$ cat config.mk
export PLATFORM = sky130hd
export DESIGN_NAME = mux8_rr_arbiter
export DESIGN_NICKNAME = d
export VERILOG_FILES = /design/src/rtl/mux8_rr_arbiter.sv
export SDC_FILE = /design/constraint.sdc
export NUM_CORES = 1
export LEC_CHECK = 0
export CORE_MARGIN = 3
export CORE_UTILIZATION = 41
export DETAILED_ROUTE_END_ITERATION = 6
export PLACE_DENSITY = 0.61
export SYNTH_ARGS = -nofsm -noshare
export SYNTH_HDL_FRONTEND = slang
export SYNTH_SLANG_ARGS = --single-unit
$ cat constraint.sdc
create_clock -name clk -period 7.8 [get_ports clk]
set_input_delay 1.17 -clock clk [delete_from_list [all_inputs] [get_ports clk]]
set_output_delay 1.17 -clock clk [all_outputs]
set_load 0.02 [all_outputs]
$ cat src/rtl/mux8_rr_arbiter.sv
// Round-robin arbiter for eight requesters sharing an 8:1 mux. It holds a grant until the
// owner releases it or the hold limit expires, and inserts one idle cycle between owners.
module mux8_rr_arbiter #(
  parameter int unsigned MAX_HOLD = 16
) (
  input  logic       clk,
  input  logic       rst,
  input  logic [7:0] req,
  input  logic       rel,
  input  logic       lock,
  output logic [2:0] sel,
  output logic [7:0] gnt,
  output logic       busy,
  output logic       timeout
);

  typedef enum logic [0:0] {StIdle, StGrant} state_e;

  localparam logic [7:0] HoldLast = 8'(MAX_HOLD - 1);

  state_e     state_q, state_d;
  logic [2:0] sel_q, sel_d;
  logic [2:0] ptr_q, ptr_d;
  logic [7:0] hcnt_q, hcnt_d;
  logic [7:0] gnt_q, gnt_d;
  logic       busy_q, busy_d;
  logic       timeout_q, timeout_d;

  logic [2:0] win;
  logic       win_vld;
  logic [2:0] idx;

  // Scan from the farthest offset down so the entry closest to ptr is written last and wins.
  always_comb begin
    win     = ptr_q;
    win_vld = 1'b0;
    idx     = '0;
    for (int i = 7; i >= 0; i--) begin
      idx = ptr_q + 3'(i);
      if (req[idx]) begin
        win     = idx;
        win_vld = 1'b1;
      end
    end
  end

  always_comb begin
    state_d   = state_q;
    sel_d     = sel_q;
    ptr_d     = ptr_q;
    hcnt_d    = hcnt_q;
    gnt_d     = gnt_q;
    busy_d    = busy_q;
    timeout_d = 1'b0;
    unique case (state_q)
      StIdle: begin
        if (win_vld) begin
          state_d = StGrant;
          sel_d   = win;
          hcnt_d  = '0;
          gnt_d   = 8'(1) << win;
          busy_d  = 1'b1;
        end
      end
      StGrant: begin
        // A voluntary end takes priority over the hold limit and never flags a timeout.
        if (rel || !req[sel_q]) begin
          state_d = StIdle;
          ptr_d   = sel_q + 3'd1;
          gnt_d   = '0;
          busy_d  = 1'b0;
        end else if (!lock && (hcnt_q == HoldLast)) begin
          state_d   = StIdle;
          ptr_d     = sel_q + 3'd1;
          gnt_d     = '0;
          busy_d    = 1'b0;
          timeout_d = 1'b1;
        end else if (hcnt_q != HoldLast) begin
          hcnt_d = hcnt_q + 8'd1;
        end
      end
    endcase
  end

  always_ff @(posedge clk) begin
    if (rst) begin
      state_q   <= StIdle;
      sel_q     <= '0;
      ptr_q     <= '0;
      hcnt_q    <= '0;
      gnt_q     <= '0;
      busy_q    <= 1'b0;
      timeout_q <= 1'b0;
    end else begin
      state_q   <= state_d;
      sel_q     <= sel_d;
      ptr_q     <= ptr_d;
      hcnt_q    <= hcnt_d;
      gnt_q     <= gnt_d;
      busy_q    <= busy_d;
      timeout_q <= timeout_d;
    end
  end

  assign sel     = sel_q;
  assign gnt     = gnt_q;
  assign busy    = busy_q;
  assign timeout = timeout_q;

endmodule

* Yosys cells after proc, flatten, opt, wreduce, memory -nomap -nowiden *
Cells that the tools add are included.
W data, S select, Z words.

storage, ports and cells
  bits in registers = 25
  bits of input ports = 12
  word-level logic and storage cells = 98

operators by class
  add/subtract/negate cells = 9
  $lt $le $gt $ge = 9
  equal/unequal tests = 7
  shift-type cells = 1
  muxes and demuxes = 54
  bitwise logic cells = 1
  reduce and logical (&&, ||, !) cells = 10

operators by type and width
  kind                   number
  $mux W8                7
  $lt A3 B4 Y1 const B   9
  $pmux W8 S2            2
  $mux W3                10
  $bmux W1 S3            9
  $mux W1                24
  $add A3 B3 Y3 const B  4
  $add A8 B1 Y8 const B  1
  $eq A8 B4 Y1 const B   1
  $ne A8 B4 Y1 const B   1
  $shl A1 B3 Y8 const A  1
  $add A3 B1 Y3 const B  2
  $add A3 B2 Y3 const B  2
  $ne A2 B2 Y1 const B   3
  $reduce_and A2 Y1      3
  $pmux W1 S2            2
  $reduce_and A4 Y1      1
  $ne A3 B1 Y1 const B   1
  $reduce_or A3 Y1       1
  $logic_not A1 Y1       2
  $ne A2 B1 Y1 const B   1
  $reduce_bool A2 Y1     1
  $logic_and A1 B1 Y1    1
  $logic_or A1 B1 Y1     1
  $not A1 Y1             1

* Logic depth before layout (Yosys ltp) *
Gate-level depths: netlist of run 1.

  depth in word-level cells = 14
  depth in mapped cells = 14
  depth with buffers taken out = 9

* Worst setup path before layout of run 1 *
No wires, ideal clock.

  path kind = flip-flop to flip-flop
  start = register ptr_q[1]
  end = register hcnt_q[7]
  library setup time = 0.123 ns
  arrival = 3.420 ns
  required time = 7.677 ns
  setup slack = 4.257 ns
  cell stages (with the launch flop) = 13
  path buffers = 4
  period minus slack after synthesis = 3.543 ns
  path through = dfxtp_1 > clkbuf_1 > buf_2 > inv_1 > ha_1 > buf_6 > buf_12 > mux2_4 > mux4_2 > or3_4 > o31ai_4 > a2111oi_1 > mux2_1

between the ends
  word-level cells in the longest chain between the ends = 13
  elaborated cells on any way between the ends = 33

RTL lines
  item                             line  source
  from (decl)                      23    logic [2:0] ptr_q, ptr_d;
  from (signal assigned)           97    ptr_q <= ptr_d;
  $add A3 B3 Y3                    39    idx = ptr_q + 3'(i);
  $bmux W1 S3                      40    if (req[idx]) begin
  $mux W1 (implied by the code)    40
  $mux W1 (7 in a row)             40
  $mux W1 (*)                      40
  $ne A2 B2 Y1 (no line) (*)       n/a
  $reduce_and A4 Y1 (no line) (*)  n/a
  to (signal assigned)             98    hcnt_q <= hcnt_d;
  to (decl)                        24    logic [7:0] hcnt_q, hcnt_d;

Mark *: on every way between the ends. The rest lies on a longest branch, timed or not. The select of a mux whose other input is x is not followed.
A chain may end at the register's enable or synchronous reset.

* Worst setup path in the final report of run 1 *
  start = register ptr_q[1]
  end = register hcnt_q[6]

The elaborated chain is that of the path after synthesis.

==> flow_summary.json, run 1 <==
{
  "die_area_mm2": 0.006541,
  "slew_violations": 0,
  "worst_r2r_startpoint": "ptr_q[1]",
  "dr_total_vias": 2103,
  "end_kind": "flip-flop",
  "numPortBuffers": 24,
  "status": "finished, final reports clean",
  "crit_type": "reg2reg",
  "cts_hold_buffers": 0,
  "start_util": 0.4361,
  "peakVddDrop_mv": 0.1090,
  "area_delta_synth_final_pct": 12.79,
  "die_w_um": 80.88,
  "cts_setup_buffers": 0,
  "critPathLaunchType": "flip-flop",
  "synth_cell_types": 58,
  "yosys.area.top_type_share": 0.2177,
  "rsz0062_at_grt": "no",
  "layout-drive-gt1-share": 0.1227,
  "clk_latency_ns": 0.27,
  "synthCells": 253,
  "track_usage": 0.1872,
  "critPathLaunch": "ptr_q[1]",
  "drv_cap": 0,
  "drtPass1Iterations": 5,
  "grt_pass1_vias": 1929,
  "switching_share": 0.4556,
  "leakagePower_nw": 0.9641,
  "fmax_mhz": 224.2,
  "diodes": 0,
  "clkTransAtPathRegs_ns": 0.10,
  "yosysSeqAreaShare": 0.2177,
  "hold_viol_final": 0,
  "post_synth_instance_area_mm2": 0.002298,
  "antenna_left": 0,
  "synth_top_cell_by_area": "dfxtp_1",
  "p_int_uw": 369.3,
  "pwr-share-comb": 0.636,
  "synth-edff-count": 0,
  "core_area_mm2": 0.005270,
  "synth.area.top_cells": "dfxtp_1 (22%), mux4_2 (9.8%), mux4_1 (4.6%)",
  "slew_headroom": 0.5534,
  "ys_async_sr_fraction": 0,
  "cts_buffer_depth": 2,
  "finalSetupViolCount": 0,
  "grt-ovfl-total": 0,
  "final_common_cell": "dfxtp_1",
  "dp_hpwl_mm": 4.360,
  "cts_tree": "yes",
  "fin_nets": 286,
  "drc": 0,
  "switchingPower_uw": 309.0,
  "ys_warn_count": 0,
  "antenna_found_initial": 0,
  "ys_seq_elements": 25,
  "avgSynthCellArea_um2": 9.085,
  "cp_data_required_time_ns": 7.97,
  "p_per_area_mw_per_mm2": 261.6,
  "cts.root.buffer_cell": "clkbuf_8",
  "drt_wl_total_mm": 5.891,
  "hold_slack_ns": 0.4780,
  "finalCritPeriodShare": 0.5719,
  "globalplace.congestion": 0.8204,
  "clkPwrFrac": 0.119,
  "drtIter0Drc": 107,
  "syn-num-nets": 269,
  "layout_common_cells": "dfxtp_1 (25), nand2_1 (24), clkdlybuf4s50_1 (24)",
  "hold_path_class": "reg2reg",
  "period_needed_ns": 4.461,
  "worst_pin_slew_ns": 0.6698,
  "drt-wirelength-per-cell_um": 17.38,
  "rows": 26,
  "io_pins": 25,
  "fin_skew_ns": 0.005511,
  "cts_resized": 0,
  "grt_pass1_wl_mm": 9.646,
  "post_drt_via_cell_ratio": 6.204,
  "grt_max_degree": 28,
  "cp.arrival_ns": 4.63,
  "min-delay-start": "gnt[6]",
  "synthFlopType": "dfxtp_1",
  "seq_power_share": 0.245,
  "path_max_fanout": 18,
  "fp.dieH_um": 80.88,
  "clock_sinks": 25,
  "cts_buffers": 3,
  "cts_max_level": 1,
  "setup_tns_ns": 0
}
## stage by stage
| step | worst slack (ns) | total power, mW | cells | cell area (um2) | util |
|---|---|---|---|---|---|
| floorplan | 4.257 | 0.5015 | 253 | 2298 | - |
| global placement | 3.415 | 0.5967 | 335 | 2544 | 0.4827 |
| detailed placement | 3.377 | 0.5969 | 335 | 2544 | 0.4827 |
| CTS | 3.391 | 0.6787 | 339 | 2592 | 0.4919 |
| global route | 3.116 | 0.7275 | 339 | 2592 | 0.4919 |
| finish | 3.339 | 0.6783 | 339 | 2592 | 0.4919 |
## flip-flops by register name (all words and copies together) (netlist names)
name / flops
busy: 1
gnt: 8
hcnt_q: 8
ptr_q: 3
sel: 3
state_q: 1
timeout: 1
## cell type report
class	instances	area (um2)
clock buffers	3	41.29
clock inverters	1	7.507
fillers	514	2678
inverters	10	37.54
multi-input cells	203	1655
flip-flops and latches	25	500.5
well taps	70	87.58
repair buffers	27	262.8
## synthesized netlist by cell type, types with 2 or more instances
master     number
a211o_1         3
a32o_1          6
dfxtp_1        25
buf_6           3
nand2b_1        4
nand3_1        12
buf_2           5
nor2b_1         3
nor4_1          3
o21ai_0         6
clkbuf_1        5
a211oi_1        7
mux4_1          4
xnor2_1         2
and3_1          5
o2111ai_1       2
nor3_1         12
mux2_2          7
nor2_1         19
xor2_1          4
mux4_2         10
o21a_1          2
mux2_4          2
a221o_1         2
mux2i_1         8
ha_1            4
a21oi_1        10
mux2_1          4
or3_1           2
and2_1          2
inv_1          10
a31oi_1         4
o31ai_1         7
nand2_1        24
a21o_1          2
## power by group through the flow
| stage | clock network (mW) | registers, mW | logic [mW] |
|---|---|---|---|
| after global routing | 0.0858 | 0.170 | 0.472 |
| final | 0.0808 | 0.166 | 0.431 |
| after detailed placement | 0 | 0.170 | 0.427 |
| after CTS | 0.0833 | 0.167 | 0.429 |
| after global placement | 0 | 0.169 | 0.428 |
| after floorplan | 0 | 0.178 | 0.324 |
## cell families after synthesis
| kind of cell | count (synthesis) | synth area share |
|---|---|---|
| AOI/OAI and AO/OA | 67 | 0.2363 |
| adders and majority gates | 4 | 0.02178 |
| xor gates and xnor gates | 6 | 0.02286 |
| muxes | 36 | 0.2515 |
| and+or+nand+nor | 90 | 0.1878 |
| DFF | 25 | 0.2177 |
| buffers and inverters | 25 | 0.06206 |
## worst paths after layout
path	endpoint	slack, ns	depth (start not counted)
worst max-delay path	hcnt_q[6]	3.34	8
worst min-delay path	gnt[6]	0.48	2
worst max register to register	hcnt_q[6]	3.34	8
worst min register to register	gnt[6]	0.48	2
## worst max-delay path, stage by stage, from the launching register on
cell      delay (ns)
dfxtp_1         0.75
inv_1           0.20
ha_1            0.77
mux4_1          0.63
mux4_2          0.55
nand2b_1        0.28
o31ai_4         0.63
a211oi_1        0.19
mux2_1          0.35
## routing by layer
| metal | track usage | routed length [um] | part of all wire | up-vias |
|---|---|---|---|---|
| li1 | - | - | - | 1017 |
| met1 | 0.2722 | 2825 | 0.48 | 1025 |
| met2 | 0.2882 | 2676 | 0.45 | 55 |
| met3 | 0.02993 | 295 | 0.050 | 6 |
| met4 | 0.04730 | 93 | 0.016 | 0 |
| met5 | 0 | 0 | 0 | - |
(Power assumes the default switching activity.)
==> run 2: changes to the inputs <==
--- a/config.mk
+++ b/config.mk
@@ -8,7 +8,7 @@
 export CORE_MARGIN = 3
 export CORE_UTILIZATION = 41
 export DETAILED_ROUTE_END_ITERATION = 6
-export PLACE_DENSITY = 0.61
+export PLACE_DENSITY = 0.63
 export SYNTH_ARGS = -nofsm -noshare
 export SYNTH_HDL_FRONTEND = slang
 export SYNTH_SLANG_ARGS = --single-unit
==> constraint.sdc (replaced) <==
create_clock -name clk -period 3.6 [get_ports clk]
set_input_delay 0.54 -clock clk [delete_from_list [all_inputs] [get_ports clk]]
set_output_delay 0.54 -clock clk [all_outputs]
set_load 0.02 [all_outputs]
==> flow_summary.json, run 2 (synthesized netlist as in run 1, its figures left out) <==
{
  "status": "finished, final reports clean",
  "dp_hpwl_mm": 4.468,
  "die_w_um": 80.88,
  "end_kind": "flip-flop",
  "worst_pin_slew_ns": 0.5183,
  "finalCritPeriodShare": 0.9406,
  "cts.root.buffer_cell": "clkbuf_8",
  "pre_cts_ws_ns": 0.04898,
  "placed_cell_area_mm2": 0.002679,
  "period_needed_ns": 3.386,
  "switchingPower_uw": 667.9,
  "start_util": 0.4361,
  "grt_pass1_vias": 1993,
  "cts_tree": "yes",
  "final_common_cell": "dfxtp_1",
  "final_cell_area_mm2": 0.002726,
  "min-delay-start": "gnt[2]",
  "drt_wl_total_mm": 5.832,
  "clock_sinks": 25,
  "antenna_left": 0,
  "seq_power_share": 0.233,
  "diodes": 0,
  "cts_max_level": 1,
  "slew_headroom": 0.6545,
  "die_area_mm2": 0.006541,
  "drtPass1Iterations": 4,
  "area_delta_synth_final_pct": 18.62,
  "worst_r2r_startpoint": "ptr_q[1]",
  "numPortBuffers": 24,
  "path_max_fanout": 13,
  "leakagePower_nw": 1.052,
  "critPathLaunch": "ptr_q[1]",
  "fmax_mhz": 295.3,
  "dr_total_vias": 2142,
  "globalplace.congestion": 0.8869,
  "p_int_uw": 864.1,
  "cts_buffer_depth": 2,
  "drtIter0Drc": 168,
  "cp_data_required_time_ns": 3.76,
  "rows": 26,
  "p_per_area_mw_per_mm2": 561.9,
  "switching_share": 0.4360,
  "finalSetupViolCount": 0,
  "cts_buffers": 3,
  "grt-ovfl-total": 0,
  "grt_pass1_wl_mm": 9.991,
  "cts_hold_buffers": 0,
  "fin_skew_ns": 0.001327,
  "clk_latency_ns": 0.26,
  "drt-wirelength-per-cell_um": 16.34,
  "whs_path_depth": 1,
  "layout_common_cells": "dfxtp_1 (25), nand2_1 (24), clkdlybuf4s50_1 (24)",
  "crit_type": "reg2reg",
  "critPathLaunchType": "flip-flop",
  "post_drt_via_cell_ratio": 6.000,
  "io_pins": 25,
  "cp.arrival_ns": 3.54,
  "clkPwrFrac": 0.108,
  "layout-drive-gt1-share": 0.1777,
  "fin_nets": 304,
  "slew_violations": 0,
  "track_usage": 0.1919,
  "hold_viol_final": 0,
  "antenna_found_initial": 0,
  "grt_max_degree": 27,
  "peakVddDrop_mv": 0.2733,
  "hold_path_class": "reg2reg",
  "drv_cap": 0,
  "setup_ws_ns": 0.2137,
  "pwr-share-comb": 0.659,
  "r2r_cells": 10,
  "fp.dieH_um": 80.88,
  "core_area_mm2": 0.005270,
  "clkTransAtPathRegs_ns": 0.09,
  "drc": 0
}
run 2: metrics by stage:
stage,utilization,total power [mW],cells,TNS [ns],hold slack (ns)
2_1_floorplan,-,1.087,253,0,0.4604
3_3_place_gp,0.5083,1.364,353,0,0.4568
3_5_place_dp,0.5083,1.363,353,0,0.4578
4_1_cts,0.5169,1.529,357,0,0.4791
5_1_grt,0.5173,1.656,357,-0.005689,0.5051
6_report,0.5173,1.532,357,0,0.4751
run 2: critical path: stages, from the launching register on:
cell	delay, ns
dfxtp_1	0.35
inv_1	0.06
ha_2	0.51
buf_4	0.18
mux2_4	0.28
mux4_2	0.53
or3_4	0.40
o31ai_4	0.36
buf_4	0.22
a211oi_1	0.08
mux2_1	0.31
run 2: path summary, 6_finish.rpt:
path / endpoint / slack [ns]
max: hcnt_q[5] / 0.21
min: gnt[2] / 0.48
max reg2reg: hcnt_q[5] / 0.21
min reg2reg: gnt[2] / 0.48
run 2: final cells by class:
class                   count  area [um2]
flip-flops and latches     25       500.5
well taps                  70       87.58
multi-input cells         203        1658
clock buffers               4       45.04
inverters                  10       37.54
repair buffers             45       397.9
fillers                   522        2544
run 2: power groups by stage:
stage | sequential (mW) | clock (mW) | combinational, mW
2_1_floorplan | 0.385 | 0 | 0.702
3_3_place_gp | 0.363 | 0 | 1.00
3_5_place_dp | 0.363 | 0 | 1.00
4_1_cts | 0.357 | 0.168 | 1.00
5_1_grt | 0.363 | 0.180 | 1.11
6_report | 0.357 | 0.165 | 1.01
run 2: per-layer routing:
| layer | vias to the layer above | GRT usage | part of all wire |
|---|---|---|---|
| met5 | - | 0 | 0 |
| met4 | 0 | 0.04054 | 0.0053 |
| met3 | 2 | 0.02882 | 0.041 |
| met2 | 42 | 0.3062 | 0.49 |
| met1 | 1045 | 0.2743 | 0.47 |
| li1 | 1053 | - | - |
run 2: repair_timing:
| item | in CTS | in global routing |
|---|---|---|
| resized for setup | 0 | 1 |
| endpoints found under the setup margin | 0 | 10 |
| endpoints found under the hold margin | 0 | 0 |
| setup buffers | 0 | 0 |
==> run 3: changes to the inputs <==
--- a/config.mk
+++ b/config.mk
@@ -5,7 +5,6 @@
 export SDC_FILE = /design/constraint.sdc
 export NUM_CORES = 1
 export LEC_CHECK = 0
-export CORE_MARGIN = 3
 export CORE_UTILIZATION = 41
 export DETAILED_ROUTE_END_ITERATION = 6
 export PLACE_DENSITY = 0.63
==> flow_summary.json, run 3 (synthesized netlist as in run 1, its figures left out) <==
{
  "status": "finished, final reports clean",
  "post_drt_via_cell_ratio": 5.870,
  "diodes": 0,
  "clkTransAtPathRegs_ns": 0.10,
  "clk_latency_ns": 0.28,
  "worst_r2r_startpoint": "ptr_q[0]",
  "grt_pass1_wl_mm": 9.887,
  "cts_buffer_depth": 2,
  "grt_max_degree": 27,
  "fmax_mhz": 294.8,
  "cts_resized": 0,
  "critPathLaunch": "ptr_q[0]",
  "path_max_fanout": 17,
  "final_common_cell": "dfxtp_1",
  "rows": 26,
  "reg2reg_slack_ns": 0.21,
  "finalSetupViolCount": 0,
  "cts_hold_buffers": 0,
  "p_per_area_mw_per_mm2": 566.3,
  "slew_headroom": 0.5918,
  "grt-ovfl-total": 0,
  "cts.root.buffer_cell": "clkbuf_8",
  "fp.dieH_um": 76.88,
  "die_w_um": 76.88,
  "io_pins": 25,
  "antenna_left": 0,
  "globalplace.congestion": 0.8259,
  "grt_pass1_vias": 1975,
  "finalCritPeriodShare": 0.9422,
  "dp_hpwl_mm": 4.481,
  "antenna_found_initial": 0,
  "cts_setup_buffers": 0,
  "drtPass1Iterations": 4,
  "critPathLaunchType": "flip-flop",
  "slew_violations": 0,
  "rsz0062_at_grt": "no",
  "grt_use_met3": 0.02381,
  "busiest_layer": "met2",
  "drtIter0Drc": 150,
  "crit_end": "hcnt_q[2]",
  "hold_viol_final": 0,
  "cts_buffers": 3,
  "track_usage": 0.2076,
  "min-delay-start": "gnt[7]",
  "power_mw": 1.569,
  "dr_total_vias": 2119,
  "core_area_mm2": 0.005238,
  "layout_common_cells": "dfxtp_1 (25), nand2_1 (24), clkdlybuf4s50_1 (24), buf_4 (24), nor2_1 (19)",
  "gr-usage-met1": 0.2949,
  "drt-wirelength-per-cell_um": 16.16,
  "cts_max_level": 1,
  "die_area_mm2": 0.005910,
  "hold_path_class": "reg2reg",
  "cts_tree": "yes",
  "fin_nets": 308,
  "end_kind": "flip-flop",
  "cp.arrival_ns": 3.56,
  "numPortBuffers": 24,
  "leakagePower_nw": 1.073,
  "drv_cap": 0,
  "reg2reg_to": "hcnt_q[2]",
  "drc": 0,
  "period_needed_ns": 3.392,
  "fin_skew_ns": 0.004585,
  "peakVddDrop_mv": 0.2708,
  "crit_type": "reg2reg",
  "r2r_cells": 10,
  "start_util": 0.4388,
  "area_delta_synth_final_pct": 20.52,
  "met2_usage": 0.3268,
  "setup_tns_ns": 0,
  "drt_wl_total_mm": 5.834,
  "cp_data_required_time_ns": 3.77,
  "worst_pin_slew_ns": 0.6103,
  "clock_sinks": 25,
  "layout-drive-gt1-share": 0.1890
}
## run 3: cell count changes in the layout (fill, tap and decap cells not counted)
cell	before	now
clkbuf_1	1	0
buf_12	0	1
ha_1	3	4
ha_2	1	0
clkinvlp_4	0	1
buf_4	21	24
## run 3: worst max-delay path: stages (launching register included)
cell      delay, ns
dfxtp_1        0.34
inv_1          0.09
ha_1           0.33
buf_12         0.17
mux4_1         0.57
mux4_2         0.52
nand2b_1       0.22
o31ai_4        0.47
buf_4          0.20
a21boi_1       0.06
mux2_1         0.31
## run 3: layout make-up
class,count,area (um2)
Sequential cell,25,500.5
Clock buffer,3,41.29
Timing Repair Buffer,49,440.4
Tap cell,70,87.58
Inverter,10,37.54
Multi-Input combinational cell,203,1655
Fill cell,488,2467
Clock inverter,1,7.507
## run 3: worst min path at each step
stage / cells after the start / end / slack, ns
after floorplan: 2 / hcnt_q[1] / 0.46
after global placement: 1 / gnt[0] / 0.45
after detailed placement: 1 / gnt[1] / 0.46
after CTS: 2 / gnt[7] / 0.48
after global routing: 2 / gnt[7] / 0.50
final: 2 / gnt[7] / 0.47
## run 3: metrics by stage
step / instance area (um2) / std cells / hold slack, ns / worst slack [ns] / utilization
final: 2770 / 361 / 0.4708 / 0.2082 / 0.5289
after global routing: 2770 / 361 / 0.4964 / 0.02212 / 0.5289
after CTS: 2770 / 361 / 0.4754 / 0.2089 / 0.5289
after detailed placement: 2721 / 357 / 0.4592 / 0.01996 / 0.5196
after global placement: 2721 / 357 / 0.4545 / 0.08707 / 0.5196
after floorplan: 2298 / 253 / 0.4604 / 0.05688 / -
## run 3: where the power goes
group | leakage, nW | total [mW] | switching, mW | internal [mW]
Combinational | 0.848 | 1.04 | 0.546 | 0.489
Sequential | 0.204 | 0.355 | 0.0401 | 0.315
Clock | 0.0217 | 0.179 | 0.100 | 0.0788
Total | 1.07 | 1.57 | 0.686 | 0.882
## run 3: layer usage
layer / vias up / part of all wire
li1: 1061 / -
met1: 1005 / 0.48
met2: 46 / 0.48
met3: 7 / 0.032
met4: 0 / 0.014
met5: - / 0
